[src/rtl/ts_packet_mux_if.sv]
// Source/sink bundle of the TS mux: per-source ready/enable/data in, read pulses and the muxed byte stream out.
// master = packet buffers plus downstream sink, slave = the mux.
interface ts_packet_mux_if #(
    parameter int N_SRC = 4
);
    logic [N_SRC-1:0]   GOT_FULL_PACKET;
    logic [N_SRC-1:0]   SRC_ENABLE;
    logic [8*N_SRC-1:0] DATA_IN_BUS;
    logic [N_SRC-1:0]   GIVE_ME_ONE_PACKET;
    logic [7:0]         DATA_OUT;
    logic               D_VALID_OUT;
    logic               P_SYNC_OUT;

    modport master (
        output GOT_FULL_PACKET, SRC_ENABLE, DATA_IN_BUS,
        input  GIVE_ME_ONE_PACKET, DATA_OUT, D_VALID_OUT, P_SYNC_OUT
    );

    modport slave (
        input  GOT_FULL_PACKET, SRC_ENABLE, DATA_IN_BUS,
        output GIVE_ME_ONE_PACKET, DATA_OUT, D_VALID_OUT, P_SYNC_OUT
    );
endinterface

[src/rtl/ts_packet_mux.sv]
// Round-robin TS mux with 4-byte pseudo-header and null stuffing; header byte0 one cycle after the grant.
// No backpressure: the sink takes a byte every cycle, sources are only gated by GOT_FULL_PACKET/SRC_ENABLE.
module ts_packet_mux #(
    parameter int N_SRC       = 4,
    parameter int PKT_LEN     = 188,
    parameter int RD_LAT      = 2,
    parameter int NULL_INSERT = 1,
    parameter int NULL_GAP    = 16
) (
    input  logic           SYS_CLK,
    input  logic           RST,
    output logic           DCLK_OUT,
    ts_packet_mux_if.slave bus
);
    localparam int PKT_BYTES = PKT_LEN + 4;
    localparam int CNT_W     = $clog2(PKT_BYTES);
    localparam int SRC_W     = (N_SRC > 1) ? $clog2(N_SRC) : 1;
    localparam int IDLE_W    = $clog2(NULL_GAP + 1);
    localparam int GIVE_AT   = 3 - RD_LAT;
    localparam logic [CNT_W-1:0]  LAST_CNT  = CNT_W'(PKT_BYTES - 1);
    localparam logic [IDLE_W-1:0] IDLE_LAST = IDLE_W'(NULL_GAP - 1);

    typedef enum logic [1:0] {
        ST_ARB,
        ST_HEADER,
        ST_PAYLOAD
    } state_t;

    state_t            state_q, state_d;
    logic [CNT_W-1:0]  cnt_q, cnt_d;
    logic [SRC_W-1:0]  sel_q, sel_d;
    logic [SRC_W-1:0]  rr_q, rr_d;
    logic              null_q, null_d;
    logic [IDLE_W-1:0] idle_q, idle_d;
    logic [7:0]        cont_q [N_SRC];
    logic [7:0]        cont_d [N_SRC];
    logic [7:0]        dat_q, dat_d;
    logic              vld_q, vld_d;
    logic              psync_q, psync_d;
    logic [N_SRC-1:0]  give_q, give_d;
    logic              live_q, live_d;

    logic [N_SRC-1:0]  ready;
    logic              hi_vld, lo_vld, grant_vld;
    logic [SRC_W-1:0]  hi_idx, lo_idx, grant_idx, rr_nxt;
    logic [7:0]        src_bytes [N_SRC];
    logic [7:0]        sel_byte;
    logic [7:0]        null_fill;
    logic              finish;
    logic [N_SRC-1:0]  give_early;

    assign ready = bus.GOT_FULL_PACKET & bus.SRC_ENABLE;

    // Two-pass priority: lowest ready index at/after the pointer, else lowest below it.
    always_comb begin
        hi_vld = 1'b0;
        lo_vld = 1'b0;
        hi_idx = '0;
        lo_idx = '0;
        for (int s = N_SRC - 1; s >= 0; s--) begin
            if (ready[s]) begin
                if (SRC_W'(s) >= rr_q) begin
                    hi_vld = 1'b1;
                    hi_idx = SRC_W'(s);
                end else begin
                    lo_vld = 1'b1;
                    lo_idx = SRC_W'(s);
                end
            end
        end
    end

    // With RD_LAT=4 the read pulse is combinational in the grant cycle, so the first cycle
    // after reset is kept grant-free to keep that pulse clean of reset.
    assign grant_vld = (hi_vld || lo_vld) && ((RD_LAT < 4) || live_q);
    assign grant_idx = hi_vld ? hi_idx : lo_idx;
    assign rr_nxt    = (grant_idx == SRC_W'(N_SRC - 1)) ? '0 : grant_idx + 1'b1;

    always_comb begin
        for (int s = 0; s < N_SRC; s++) begin
            src_bytes[s] = bus.DATA_IN_BUS[8*s +: 8];
        end
    end

    assign sel_byte = src_bytes[sel_q];
    assign finish   = (state_q == ST_PAYLOAD) && (cnt_q == LAST_CNT) && !null_q;

    always_comb begin
        case (cnt_q)
            CNT_W'(4): null_fill = 8'h1F;
            CNT_W'(6): null_fill = 8'h10;
            default:   null_fill = 8'hFF;
        endcase
    end

    always_comb begin
        state_d = state_q;
        cnt_d   = cnt_q;
        sel_d   = sel_q;
        rr_d    = rr_q;
        null_d  = null_q;
        idle_d  = idle_q;
        dat_d   = 8'h00;
        vld_d   = 1'b0;
        psync_d = 1'b0;
        give_d  = '0;
        live_d  = 1'b1;

        case (state_q)
            ST_ARB: begin
                if (grant_vld) begin
                    state_d = ST_HEADER;
                    cnt_d   = '0;
                    sel_d   = grant_idx;
                    null_d  = 1'b0;
                    rr_d    = rr_nxt;
                    idle_d  = '0;
                    dat_d   = {{(8-SRC_W){1'b0}}, grant_idx};
                    vld_d   = 1'b1;
                end else if (NULL_INSERT != 0) begin
                    if (idle_q == IDLE_LAST) begin
                        state_d = ST_HEADER;
                        cnt_d   = '0;
                        null_d  = 1'b1;
                        idle_d  = '0;
                        dat_d   = 8'hFF;
                        vld_d   = 1'b1;
                    end else begin
                        idle_d = idle_q + 1'b1;
                    end
                end
            end
            ST_HEADER: begin
                vld_d = 1'b1;
                cnt_d = cnt_q + 1'b1;
                case (cnt_q[1:0])
                    2'd0: dat_d = null_q ? 8'hFF : {{(8-SRC_W){1'b0}}, sel_q} + 8'd2;
                    2'd1: dat_d = null_q ? 8'h00 : cont_q[sel_q];
                    2'd2: dat_d = 8'h00;
                    default: begin
                        dat_d   = null_q ? 8'h47 : sel_byte;
                        psync_d = 1'b1;
                        state_d = ST_PAYLOAD;
                    end
                endcase
            end
            ST_PAYLOAD: begin
                if (cnt_q == LAST_CNT) begin
                    state_d = ST_ARB;
                    cnt_d   = '0;
                end else begin
                    vld_d = 1'b1;
                    cnt_d = cnt_q + 1'b1;
                    dat_d = null_q ? null_fill : sel_byte;
                end
            end
            default: begin
                state_d = ST_ARB;
                cnt_d   = '0;
            end
        endcase

        // Registered read pulse lands in packet cycle GIVE_AT; negative GIVE_AT never matches.
        for (int s = 0; s < N_SRC; s++) begin
            give_d[s] = vld_d && !null_d && (int'(cnt_d) == GIVE_AT) && (sel_d == SRC_W'(s));
        end

        for (int s = 0; s < N_SRC; s++) begin
            cont_d[s] = cont_q[s] + ((finish && (sel_q == SRC_W'(s))) ? 8'd1 : 8'd0);
        end
    end

    always_comb begin
        for (int s = 0; s < N_SRC; s++) begin
            give_early[s] = (RD_LAT >= 4) && (state_q == ST_ARB) && grant_vld
                            && (grant_idx == SRC_W'(s));
        end
    end

    always_ff @(posedge SYS_CLK or negedge RST) begin
        if (!RST) begin
            state_q <= ST_ARB;
            cnt_q   <= '0;
            sel_q   <= '0;
            rr_q    <= '0;
            null_q  <= 1'b0;
            idle_q  <= '0;
            dat_q   <= 8'h00;
            vld_q   <= 1'b0;
            psync_q <= 1'b0;
            give_q  <= '0;
            live_q  <= 1'b0;
            for (int s = 0; s < N_SRC; s++) begin
                cont_q[s] <= 8'h00;
            end
        end else begin
            state_q <= state_d;
            cnt_q   <= cnt_d;
            sel_q   <= sel_d;
            rr_q    <= rr_d;
            null_q  <= null_d;
            idle_q  <= idle_d;
            dat_q   <= dat_d;
            vld_q   <= vld_d;
            psync_q <= psync_d;
            give_q  <= give_d;
            live_q  <= live_d;
            for (int s = 0; s < N_SRC; s++) begin
                cont_q[s] <= cont_d[s];
            end
        end
    end

    assign DCLK_OUT               = SYS_CLK;
    assign bus.DATA_OUT           = dat_q;
    assign bus.D_VALID_OUT        = vld_q;
    assign bus.P_SYNC_OUT         = psync_q;
    assign bus.GIVE_ME_ONE_PACKET = give_q | give_early;
endmodule

[src/flat_wrapper.sv]
// flat-port wrapper written by rule: the top's interface ports become plain ports
module ts_packet_mux_flat 
#(
    parameter int N_SRC       = 4,
    parameter int PKT_LEN     = 188,
    parameter int RD_LAT      = 2,
    parameter int NULL_INSERT = 1,
    parameter int NULL_GAP    = 16
)
  (SYS_CLK, RST, DCLK_OUT, bus_GOT_FULL_PACKET, bus_SRC_ENABLE, bus_DATA_IN_BUS, bus_GIVE_ME_ONE_PACKET, bus_DATA_OUT, bus_D_VALID_OUT, bus_P_SYNC_OUT);
  ts_packet_mux_if #(.N_SRC(N_SRC)) bus_i ();
  input  logic SYS_CLK;
  input  logic RST;
  output logic DCLK_OUT;
  input wire logic [$bits(bus_i.GOT_FULL_PACKET)-1:0] bus_GOT_FULL_PACKET;
  input wire logic [$bits(bus_i.SRC_ENABLE)-1:0] bus_SRC_ENABLE;
  input wire logic [$bits(bus_i.DATA_IN_BUS)-1:0] bus_DATA_IN_BUS;
  output wire logic [$bits(bus_i.GIVE_ME_ONE_PACKET)-1:0] bus_GIVE_ME_ONE_PACKET;
  output wire logic [$bits(bus_i.DATA_OUT)-1:0] bus_DATA_OUT;
  output wire logic [$bits(bus_i.D_VALID_OUT)-1:0] bus_D_VALID_OUT;
  output wire logic [$bits(bus_i.P_SYNC_OUT)-1:0] bus_P_SYNC_OUT;
  assign bus_i.GOT_FULL_PACKET = bus_GOT_FULL_PACKET;
  assign bus_i.SRC_ENABLE = bus_SRC_ENABLE;
  assign bus_i.DATA_IN_BUS = bus_DATA_IN_BUS;
  assign bus_GIVE_ME_ONE_PACKET = bus_i.GIVE_ME_ONE_PACKET;
  assign bus_DATA_OUT = bus_i.DATA_OUT;
  assign bus_D_VALID_OUT = bus_i.D_VALID_OUT;
  assign bus_P_SYNC_OUT = bus_i.P_SYNC_OUT;
  ts_packet_mux #(.N_SRC(N_SRC), .PKT_LEN(PKT_LEN), .RD_LAT(RD_LAT), .NULL_INSERT(NULL_INSERT), .NULL_GAP(NULL_GAP)) u_core (.SYS_CLK(SYS_CLK), .RST(RST), .DCLK_OUT(DCLK_OUT), .bus(bus_i));
endmodule
[config.mk]
export PLATFORM = sky130hd
export DESIGN_NAME = ts_packet_mux_flat
export DESIGN_NICKNAME = d
export VERILOG_FILES = /design/src/rtl/ts_packet_mux_if.sv /design/src/rtl/ts_packet_mux.sv /design/src/flat_wrapper.sv
export SDC_FILE = /design/constraint.sdc
export NUM_CORES = 1
export LEC_CHECK = 0
export ABC_AREA = 1
export ABC_CLOCK_PERIOD_IN_PS = 5200
export CAP_MARGIN = 25
export CORE_UTILIZATION = 55
export CTS_BUF_LIST = sky130_fd_sc_hd__clkbuf_16
export CTS_CLUSTER_DIAMETER = 100
export DETAILED_ROUTE_END_ITERATION = 12
export GPL_TIMING_DRIVEN = 0
export PLACE_DENSITY_LB_ADDON = 0.2
export SETUP_SLACK_MARGIN = 0.02
export SLEW_MARGIN = 20
export SYNTH_ARGS = -nofsm -noshare
export SYNTH_HDL_FRONTEND = slang
export SYNTH_SLANG_ARGS = --single-unit
[constraint.sdc]
create_clock -name SYS_CLK -period 5.2 [get_ports SYS_CLK]
set_input_delay 1.3 -clock SYS_CLK [delete_from_list [all_inputs] [get_ports SYS_CLK]]
set_output_delay 1.3 -clock SYS_CLK [all_outputs]
set_load 0.01 [all_outputs]
* Word-level counts from Yosys, hierarchy flattened
Cells that the tools add are included.
** Storage, ports and cells
- ROM bits :: 0
- Latch bits :: 0
- Bits in registers :: 66
- Word-level logic and storage cells :: 146
- Bits in writable memories :: 0
- Memories kept :: 0
** Cells by class
- Bitwise logic cells :: 2
- Add/sub/neg operators :: 8
- Order comparisons :: 5
- Multiplexer cells :: 76
- Reductions and logical operators :: 22
- Eq/ne operators :: 19
- $mul :: 0
- Shift-type cells :: 0
- Divide/modulo/power cells :: 0
** Operator list (count)
- 8-bit 2-to-1 mux :: 14
- 8-bit case mux with 3 select lines :: 3
- 2-bit 2-to-1 mux :: 24
- 8-bit adder :: 4
- 8-bit binary-select mux with 2-bit select :: 2
- 1-bit 2-to-1 mux :: 28
- 8-bit by 3-bit == test with 1-bit output (second input constant) :: 2
- 8-bit case mux with 2 select lines :: 1
- 2-bit == test (second input constant) :: 7
- 1-bit logical AND :: 12
- 5-bit 2-to-1 mux :: 2
- 8-bit by 1-bit adder with 8-bit output (second input constant) :: 1
- 2-bit by 1-bit == test with 1-bit output (second input constant) :: 4
- 8-bit by 2-bit == test with 1-bit output (second input constant) :: 1
- 8-bit == test (second input constant) :: 1
- 2-bit logical NOT :: 4
- 2-bit case mux with 3 select lines :: 1
- 5-bit by 1-bit adder with 5-bit output (second input constant) :: 1
- 5-bit by 4-bit == test with 1-bit output (second input constant) :: 1
- 4-bit bitwise AND :: 1
- 1-bit by 2-bit greater-or-equal comparator with 1-bit output (first input constant) :: 2
- 2-bit greater-or-equal comparator (first input constant) :: 2
- 2-bit inequality test (second input constant) :: 2
- 2-bit by 2-bit adder with 3-bit output (second input constant) :: 1
- 10 further kinds :: 11

* Depth between registers and ports, before layout
Gate-level depths: netlist of the first run.
- Word-level depth :: 16
- Gate-level depth with buffers :: 13

==> results of run 1 <==
==> cell usage in the layout (no fill, tap or decap), types with 5 or more instances in the layout <==
cell | netlist | layout
clkbuf_1 | 5 | 5
nand4_1 | 15 | 15
ha_1 | 14 | 14
dfrtp_1 | 66 | 66
nor2_1 | 40 | 40
nand2_1 | 87 | 87
o21ai_0 | 22 | 22
nand2_2 | 8 | 8
a21oi_1 | 7 | 7
o22ai_1 | 9 | 9
nand3_1 | 38 | 38
nor3_1 | 7 | 7
inv_1 | 59 | 60
clkbuf_16 | 0 | 12
a22oi_1 | 10 | 10
clkdlybuf4s50_1 | 0 | 55
xor2_1 | 26 | 26
==> worst reg2reg max path, delay by kind of cell, from the launching register on <==
| kind | cells | cell delay [ns] |
|---|---|---|
| and+or+nand+nor | 5 | 1.15 |
| xor gates and xnor gates | 1 | 0.17 |
| adders and majority gates | 1 | 0.22 |
| buffers and inverters | 3 | 0.74 |
| DFF | 1 | 0.35 |
==> registers in the layout, indices dropped and copies added (netlist names), 2 cells and up <==
register / flops
u_core.cnt_q: 8
u_core.bus.GIVE_ME_ONE_PACKET: 4
u_core.rr_q: 2
u_core.idle_q: 5
u_core.state_q: 2
u_core.bus.DATA_OUT: 8
u_core.cont_q: 32
u_core.sel_q: 2
==> final timing paths <==
kind | start | endpoint | cells past startpoint
setup / recovery | SYS_CLK | DCLK_OUT | 4
hold / removal | u_core.cont_q[23]$_DFF_PN0_ | u_core.cont_q[23]$_DFF_PN0_ | 1
setup reg to reg | u_core.null_q$_DFF_PN0_ | u_core.cont_q[31]$_DFF_PN0_ | 10
hold reg to reg | u_core.cont_q[23]$_DFF_PN0_ | u_core.cont_q[23]$_DFF_PN0_ | 1
max in group asynchronous | RST | u_core.cnt_q[2]$_DFF_PN0_ | 2
min in group asynchronous | RST | u_core.cont_q[5]$_DFF_PN0_ | 1
==> power groups by stage <==
stage	Sequential, mW	Clock [mW]	Combinational [mW]
after CTS	0.518	0.828	0.0754
after detailed placement	0.527	0.0302	0.0747
after floorplan	0.529	0.0158	0.0180
after global placement	0.527	0.0302	0.0715
final	0.518	0.820	0.0744
after global routing	0.518	0.853	0.0821
==> layer usage <==
layer	wire length, um	up-vias	part of all wire	global-route usage
met5	0	-	0	0
met4	157	0	0.017	0.1097
met3	632	17	0.067	0.07356
met2	4455	122	0.48	0.4814
met1	4126	1549	0.44	0.3919
li1	-	1590	-	-
==> area by class of cell <==
class / count / area [um2] / area share
inverters: 63 / 236.5 / 0.05007
plain buffers: 6 / 26.28 / 0.005563
clock inverters: 7 / 108.9 / 0.02305
multi-input cells: 306 / 1725 / 0.3653
flip-flops and latches: 66 / 1652 / 0.3497
clock buffers: 13 / 310.3 / 0.06570
well taps: 77 / 96.34 / 0.02040
repair buffers: 56 / 568.0 / 0.1203
==> stage by stage <==
stage / hold slack (ns) / worst slack, ns / power [mW] / cell area (um2) / utilization
after CTS: 0.4863 / 0.4634 / 1.422 / 4723 / 0.7396
after global placement: 0.4695 / 0.7381 / 0.6287 / 4297 / 0.6728
final: 0.4906 / 0.4718 / 1.413 / 4723 / 0.7396
after floorplan: 0.4458 / 1.181 / 0.5627 / 3640 / -
after detailed placement: 0.4748 / 0.7381 / 0.6319 / 4314 / 0.6755
after global routing: 0.5024 / 0.4604 / 1.453 / 4723 / 0.7396
==> logic make-up (layout without fill, tap and decap cells) <==
logic type | after synthesis | after routing
adders and majority gates | 14 | 14
and+or+nand+nor | 207 | 207
DFF | 66 | 66
xor gates and xnor gates | 27 | 27
buffers and inverters | 69 | 145
AOI/OAI and AO/OA | 58 | 58
==> impl_metrics.env, run 1 <==
export IMPL_status="finished, final reports clean"
export IMPL_cp_cell_sequence="clkbuf_16 > clkbuf_16 > buf_4 > clkdlybuf4s50_1"
export IMPL_rsz0062_at_grt="false"
export IMPL_portBuffers=56
export IMPL_synth_most_common_cell="nand2_1"
export IMPL_crit_top_cell="clkbuf_16"
export IMPL_track_usage=0.2986
export IMPL_nNetsFinal=568
export IMPL_p_leak_nw=2.291
export IMPL_diodes=0
export IMPL_die_w_um=83.35
export IMPL_synth_top_family_by_area="simple AND/OR/NAND/NOR gates"
export IMPL_dieArea_um2=6947
export IMPL_syn_nets=497
export IMPL_grt_pass1_wl_um=16190
export IMPL_ant_nets=0
export IMPL_synth_area_um2=3640
export IMPL_cp_end_kind="output port"
export IMPL_cts_resized=0
export IMPL_seqPwrFrac=0.367
export IMPL_async_reset_ff_frac=1.000
export IMPL_cp_required_ns=3.90
export IMPL_synthCells=441
export IMPL_grt_max_degree=35
export IMPL_area_growth_pct=29.77
export IMPL_synth_ff_type="dfrtp_1"
export IMPL_max_cap_violations=0
export IMPL_vias=3278
export IMPL_yosysTopAreaCell="dfrtp_1"
export IMPL_finalNonFillerCells=594
export IMPL_synth_simple_area_share=0.2630
export IMPL_dr_pass1_iters=4
export IMPL_synth_compound_area_frac=0.09797
export IMPL_place_hpwl_um=6637
export IMPL_drt_iter0_drc=245
export IMPL_max_slew_margin=0.6278
export IMPL_die_h_um=83.35
export IMPL_overflow=0
export IMPL_drc=0
export IMPL_crit_type="clock port to output port"
export IMPL_critical_path_arrival_ns=3.43
export IMPL_rows=29
export IMPL_vdd_drop_max_mv=0.2922
export IMPL_avgRoutedWirePerCell_um=15.78
export IMPL_synth_xor_area_share=0.06497
export IMPL_grt_antenna_before_repair=0
export IMPL_worstHoldPathType="flip-flop to flip-flop"
export IMPL_internal_power_mw=1.142
export IMPL_dpl_cell_count=575
export IMPL_slowest_delay_ns=0.46
export IMPL_cts_hold_fix_buffers=0
export IMPL_synth_area_leaders="dfrtp_1, nand2_1, xor2_1"
export IMPL_skew_ns=0.007461
export IMPL_clkLatencyLatePin_ns=0.44
export IMPL_cp_max_fo=2
export IMPL_yosysTopAreaCellShare=0.4538
export IMPL_ioPinCount=57
export IMPL_ys_seq_elements=66
export IMPL_wl_um=9371
export IMPL_globalplace_congestion=0.8683
export IMPL_syn_area_per_cell_um2=8.253
export IMPL_grt_pass1_vias=3424
export IMPL_power_switching_uw=270.5
export IMPL_synthAdderAreaFrac=0.04813
export IMPL_setup_viol=0
export IMPL_synth_edf_count=0
export IMPL_start_util=0.5699
export IMPL_crit_buf_inv=4
export IMPL_critPathTopFamily="buffers and inverters"
export IMPL_synthTopCellsByCount="nand2_1, dfrtp_1, inv_1"
export IMPL_synthDistinctLibCells=35
export IMPL_synthMuxAreaShare=0
export IMPL_clkPwrFrac=0.581
export IMPL_startpoint_type="clock port"
export IMPL_cts_tree="built"
export IMPL_nFillCells=461
export IMPL_drv_slew=0
export IMPL_cts_setup_buffers=0
export IMPL_clk_pin_slew_ns=0.05
export IMPL_viasPerCell=5.519
export IMPL_yosysWarnings=0
export IMPL_core_area_um2=6386
export IMPL_power_density_nw_per_um2=299.1
export IMPL_cpMaxStageDelayCell="clkdlybuf4s50_1"
export IMPL_timing_hold_violations_final=0
export IMPL_drive_above_1_share=0.08124
export IMPL_reg2reg_setup_slack_ns=2.44
export IMPL_yosysSeqAreaShare=0.4538
export IMPL_combinationalPowerShare=0.053
export IMPL_p_sw_frac=0.1915
export IMPL_worst_pin_slew_ns=0.5583
export IMPL_fin_setup_tns_ns=0
No activity file was read; power rests on OpenSTA's default activity.
==> inputs of run 2 (changes only) <==
- CORE_UTILIZATION: 55 -> 40
==> impl_metrics.env, run 2 (synthesized netlist as in run 1, its figures left out) <==
export IMPL_status="finished, final reports clean"
export IMPL_wl_um=9322
export IMPL_p_leak_nw=2.278
export IMPL_cts_resized=0
export IMPL_portBuffers=56
export IMPL_grt_antenna_before_repair=0
export IMPL_vias=3270
export IMPL_core_area_um2=8763
export IMPL_place_hpwl_um=6848
export IMPL_power_density_nw_per_um2=291.7
export IMPL_overflow=0
export IMPL_max_slew_margin=0.5923
export IMPL_r2r_cells=10
export IMPL_drive_above_1_share=0.08511
export IMPL_track_usage=0.2145
export IMPL_worst_pin_slew_ns=0.6115
export IMPL_grt_max_degree=41
export IMPL_ant_nets=0
export IMPL_max_cap_violations=0
export IMPL_worstHoldPathType="flip-flop to flip-flop"
export IMPL_largest_reg_flops=32
export IMPL_rsz0062_at_grt="false"
export IMPL_p_sw_frac=0.2071
export IMPL_ioPinCount=57
export IMPL_die_w_um=97.39
export IMPL_drv_slew=0
export IMPL_viasPerCell=5.232
export IMPL_fin_setup_tns_ns=0
export IMPL_timing_hold_violations_final=0
export IMPL_area_growth_pct=30.39
export IMPL_cp_end_kind="output port"
export IMPL_fin_util=0.5415
export IMPL_regMostFlops="u_core.cont_q"
export IMPL_internal_power_mw=1.098
export IMPL_startpoint_type="clock port"
export IMPL_die_h_um=97.39
export IMPL_cts_setup_buffers=0
export IMPL_cp_max_fo=2
export IMPL_worstReg2RegEnd="u_core.cont_q[31]$_DFF_PN0_"
export IMPL_critical_path_arrival_ns=3.43
export IMPL_dr_pass1_iters=5
export IMPL_grt_pass1_vias=3300
export IMPL_skew_ns=0.004088
export IMPL_final_common_cell="nand2_1"
export IMPL_nNetsFinal=568
export IMPL_seqPwrFrac=0.374
export IMPL_clk_pin_slew_ns=0.05
export IMPL_power_switching_uw=286.7
export IMPL_dieArea_um2=9485
export IMPL_avgRoutedWirePerCell_um=14.92
export IMPL_setup_viol=0
export IMPL_min_to="u_core.cont_q[23]$_DFF_PN0_"
export IMPL_drt_iter0_drc=242
export IMPL_start_util=0.4153
export IMPL_cp_required_ns=3.90
export IMPL_mostFrequentLayoutCells="nand2_1, dfrtp_1, inv_1"
export IMPL_reg2reg_setup_slack_ns=2.64
export IMPL_cts_tree="built"
export IMPL_drc=0
export IMPL_globalplace_congestion=0.9691
export IMPL_r2r_start="u_core.null_q$_DFF_PN0_"
export IMPL_clkLatencyLatePin_ns=0.45
export IMPL_clkPwrFrac=0.572
export IMPL_min_path_cells=1
export IMPL_combinationalPowerShare=0.054
export IMPL_diodes=0
export IMPL_rows=34
export IMPL_vdd_drop_max_mv=0.2307
export IMPL_grt_pass1_wl_um=15680
export IMPL_cts_hold_fix_buffers=0
export IMPL_crit_type="clock port to output port"
export IMPL_min_from="u_core.cont_q[23]$_DFF_PN0_"
[run 2: area by class of cell]
cell class	instances	area (um2)
plain buffers	6	26.28
repair buffers	56	568.0
fillers	833	4018
clock inverters	7	92.59
flip-flops and latches	66	1652
clock buffers	13	310.3
multi-input cells	306	1725
inverters	63	236.5
well taps	108	135.1
[run 2: per-layer routing]
metal	vias to the layer above	share of wire	global-route usage
met4	0	0.018	0.1188
met2	106	0.45	0.3125
met5	-	0	0
met1	1563	0.47	0.2875
li1	1587	-	-
met3	14	0.056	0.05971
[run 2: power by group through the flow]
stage / registers, mW / logic (mW) / clock network [mW]
after floorplan: 0.529 / 0.0180 / 0.0158
after global placement: 0.527 / 0.0724 / 0.0302
after detailed placement: 0.527 / 0.0748 / 0.0302
after CTS: 0.518 / 0.0752 / 0.808
after global routing: 0.518 / 0.0817 / 0.833
final: 0.518 / 0.0741 / 0.792
[run 2: how the worst max path moves through the flow]
stage	start	end	slack (ns)	depth (start not counted)
2_1_floorplan	SYS_CLK	DCLK_OUT	1.18	1
3_3_place_gp	RST	u_core.cnt_q[4]$_DFF_PN0_	0.62	1
3_5_place_dp	SYS_CLK	DCLK_OUT	0.74	2
4_1_cts	SYS_CLK	DCLK_OUT	0.46	4
5_1_grt	SYS_CLK	DCLK_OUT	0.46	4
6_report	SYS_CLK	DCLK_OUT	0.47	4
[run 2: metrics by stage]
step	power [mW]	cells	hold slack [ns]	setup WS [ns]	cell area, um2
2_1_floorplan	0.5627	441	0.4458	1.181	3640
3_3_place_gp	0.6298	605	0.4654	0.6170	4335
3_5_place_dp	0.6322	606	0.4645	0.7381	4353
4_1_cts	1.401	625	0.4764	0.4575	4746
5_1_grt	1.432	625	0.5072	0.4595	4746
6_report	1.384	625	0.4760	0.4690	4746
[run 2: worst max-delay path, cell delays in order]
cell and delay (ns):
clkbuf_16 0.12, clkbuf_16 0.13, buf_4 0.12, clkdlybuf4s50_1 0.47
==> inputs of run 3 (changes only) <==
- ABC_AREA: 1 -> unset
- CTS_CLUSTER_SIZE: unset -> 12
- PLACE_DENSITY: unset -> 0.59
- PLACE_DENSITY_LB_ADDON: 0.2 -> unset
==> impl_metrics.env, run 3 <==
export IMPL_grt_antenna_before_repair=0
export IMPL_timing_hold_violations_final=0
export IMPL_synth_most_common_cell="dfrtp_1"
export IMPL_track_usage=0.2112
export IMPL_rsz0062_at_grt="false"
export IMPL_area_growth_pct=29.74
export IMPL_cts_setup_buffers=0
export IMPL_overflow=0
export IMPL_syn_area_per_cell_um2=10.38
export IMPL_skew_ns=0.008131
export IMPL_ioPinCount=57
export IMPL_yosysSeqAreaShare=0.4371
export IMPL_worst_pin_slew_ns=0.9063
export IMPL_critPathTopFamily="buffers and inverters"
export IMPL_mostFrequentLayoutCells="dfrtp_1, clkdlybuf4s50_1, nand2_1"
export IMPL_reg2reg_setup_slack_ns=2.26
export IMPL_regMostFlops="u_core.cont_q"
export IMPL_slowest_delay_ns=0.47
export IMPL_wl_um=9596
export IMPL_grt_pass1_wl_um=15700
export IMPL_core_area_um2=9196
export IMPL_diodes=0
export IMPL_worstHoldPathType="flip-flop to flip-flop"
export IMPL_die_h_um=99.20
export IMPL_max_slew_margin=0.3907
export IMPL_yosysTopAreaCell="dfrtp_1"
export IMPL_rows=35
export IMPL_ys_seq_elements=66
export IMPL_synth_ff_type="dfrtp_1"
export IMPL_async_reset_ff_frac=1.000
export IMPL_largest_reg_flops=32
export IMPL_avgRoutedWirePerCell_um=17.42
export IMPL_start_util=0.4109
export IMPL_critical_path_arrival_ns=3.43
export IMPL_p_leak_nw=2.071
export IMPL_power_density_nw_per_um2=300.7
export IMPL_synthTopCellsByCount="dfrtp_1, nand2_1, o21ai_0"
export IMPL_multi_input_comb_area_um2=2007
export IMPL_drv_slew=0
export IMPL_drt_iter0_drc=120
export IMPL_max_cap_violations=0
export IMPL_crit_buf_inv=4
export IMPL_place_hpwl_um=7019
export IMPL_cts_hold_fix_buffers=0
export IMPL_cts_tree="built"
export IMPL_syn_nets=420
export IMPL_grt_pass1_vias=3028
export IMPL_dieArea_um2=9840
export IMPL_dr_pass1_iters=4
export IMPL_grt_max_degree=51
export IMPL_yosysTopAreaCellShare=0.4371
export IMPL_drive_above_1_share=0.1250
export IMPL_nFillCells=832
export IMPL_ant_nets=0
export IMPL_pre_cts_slack_ns=0.7381
export IMPL_synthDistinctLibCells=58
export IMPL_yosysWarnings=0
export IMPL_synth_area_leaders="dfrtp_1, mux4_2, ha_1"
export IMPL_portBuffers=56
export IMPL_cts_resized=0
export IMPL_vias=3080
export IMPL_final_common_cell="dfrtp_1"
export IMPL_globalplace_congestion=0.8157
export IMPL_startpoint_type="clock port"
export IMPL_fin_setup_tns_ns=0
export IMPL_synth_edf_count=0
export IMPL_vdd_drop_max_mv=0.1858
export IMPL_crit_type="clock port to output port"
export IMPL_regArea_um2=1652
export IMPL_crit_top_cell="clkbuf_16"
export IMPL_setup_viol=0
export IMPL_clk_pin_slew_ns=0.06
export IMPL_cpMaxStageDelayCell="clkdlybuf4s50_1"
export IMPL_die_w_um=99.20
export IMPL_clkLatencyLatePin_ns=0.45
export IMPL_drc=0
export IMPL_cp_cell_sequence="clkbuf_16 > clkbuf_16 > buf_4 > clkdlybuf4s50_1"
export IMPL_cp_max_fo=2
export IMPL_synthCells=364
export IMPL_synth_area_um2=3779
export IMPL_status="finished, final reports clean"
export IMPL_viasPerCell=5.590
export IMPL_post_route_worst_setup_slack_ns=0.4704
export IMPL_cp_required_ns=3.90
export IMPL_nNetsFinal=491
export IMPL_cp_end_kind="output port"
[run 3: layer usage]
metal	wire (um)	vias up	track usage
met5	0	-	0
met4	135	0	0.08824
met3	384	10	0.04849
met2	4451	71	0.3201
met1	4625	1508	0.2932
li1	-	1491	-
[run 3: worst reg2reg max path: cells and delay by family, from the launching register on]
kind,cells,cell delay [ns]
simple gates,7,1.61
fa+ha+maj,2,0.55
flops,1,0.54
xor+xnor,1,0.13
[run 3: path summary, 6_finish.rpt]
kind,start,endpoint,cells past startpoint
max,SYS_CLK,DCLK_OUT,4
min,u_core.cont_q[7]$_DFF_PN0_,u_core.cont_q[7]$_DFF_PN0_,1
max reg2reg,u_core.cnt_q[0]$_DFF_PN0_,u_core.cont_q[23]$_DFF_PN0_,10
min reg2reg,u_core.cont_q[7]$_DFF_PN0_,u_core.cont_q[7]$_DFF_PN0_,1
max in group asynchronous,RST,u_core.cont_q[8]$_DFF_PN0_,2
min in group asynchronous,RST,u_core.cnt_q[5]$_DFF_PN0_,1
[run 3: kinds of logic after synthesis]
| logic type | synth area share |
|---|---|
| XOR/XNOR | 0.06258 |
| flip-flops | 0.4371 |
| adder cells (fa/ha/maj) | 0.04636 |
| buffers and inverters | 0.03179 |
| AO/OA/AOI/OAI | 0.1570 |
| AND/OR/NAND/NOR | 0.1699 |
| multiplexers | 0.09537 |
[run 3: power breakdown]
group          leakage (nW)  total, mW  internal, mW  switching, mW
Sequential            0.868      0.529         0.524        0.00488
Clock                 0.202      0.811         0.543          0.268
Combinational          1.00      0.134        0.0717         0.0626
Total                  2.07       1.47          1.14          0.335
[run 3: metrics by stage]
stage          hold WS, ns  utilization  total power [mW]  cell area [um2]  std cells
2_1_floorplan       0.4395            -            0.6102             3779        364
5_1_grt             0.5000       0.5331             1.525             4902        551
4_1_cts             0.4710       0.5331             1.486             4902        551
6_report            0.4708       0.5331             1.474             4902        551
3_3_place_gp        0.4606       0.4869            0.6996             4478        531
3_5_place_dp        0.4586       0.4897            0.7032             4503        532
[run 3: cell type report]
type | count | share of cell area
buffer | 16 | 0.01608
clock buffer | 13 | 0.06330
clock inverter | 7 | 0.02016
inverter | 11 | 0.008423
multi-input combinational | 271 | 0.4094
sequential | 66 | 0.3369
tap | 111 | 0.02833
timing repair buffer | 56 | 0.1174
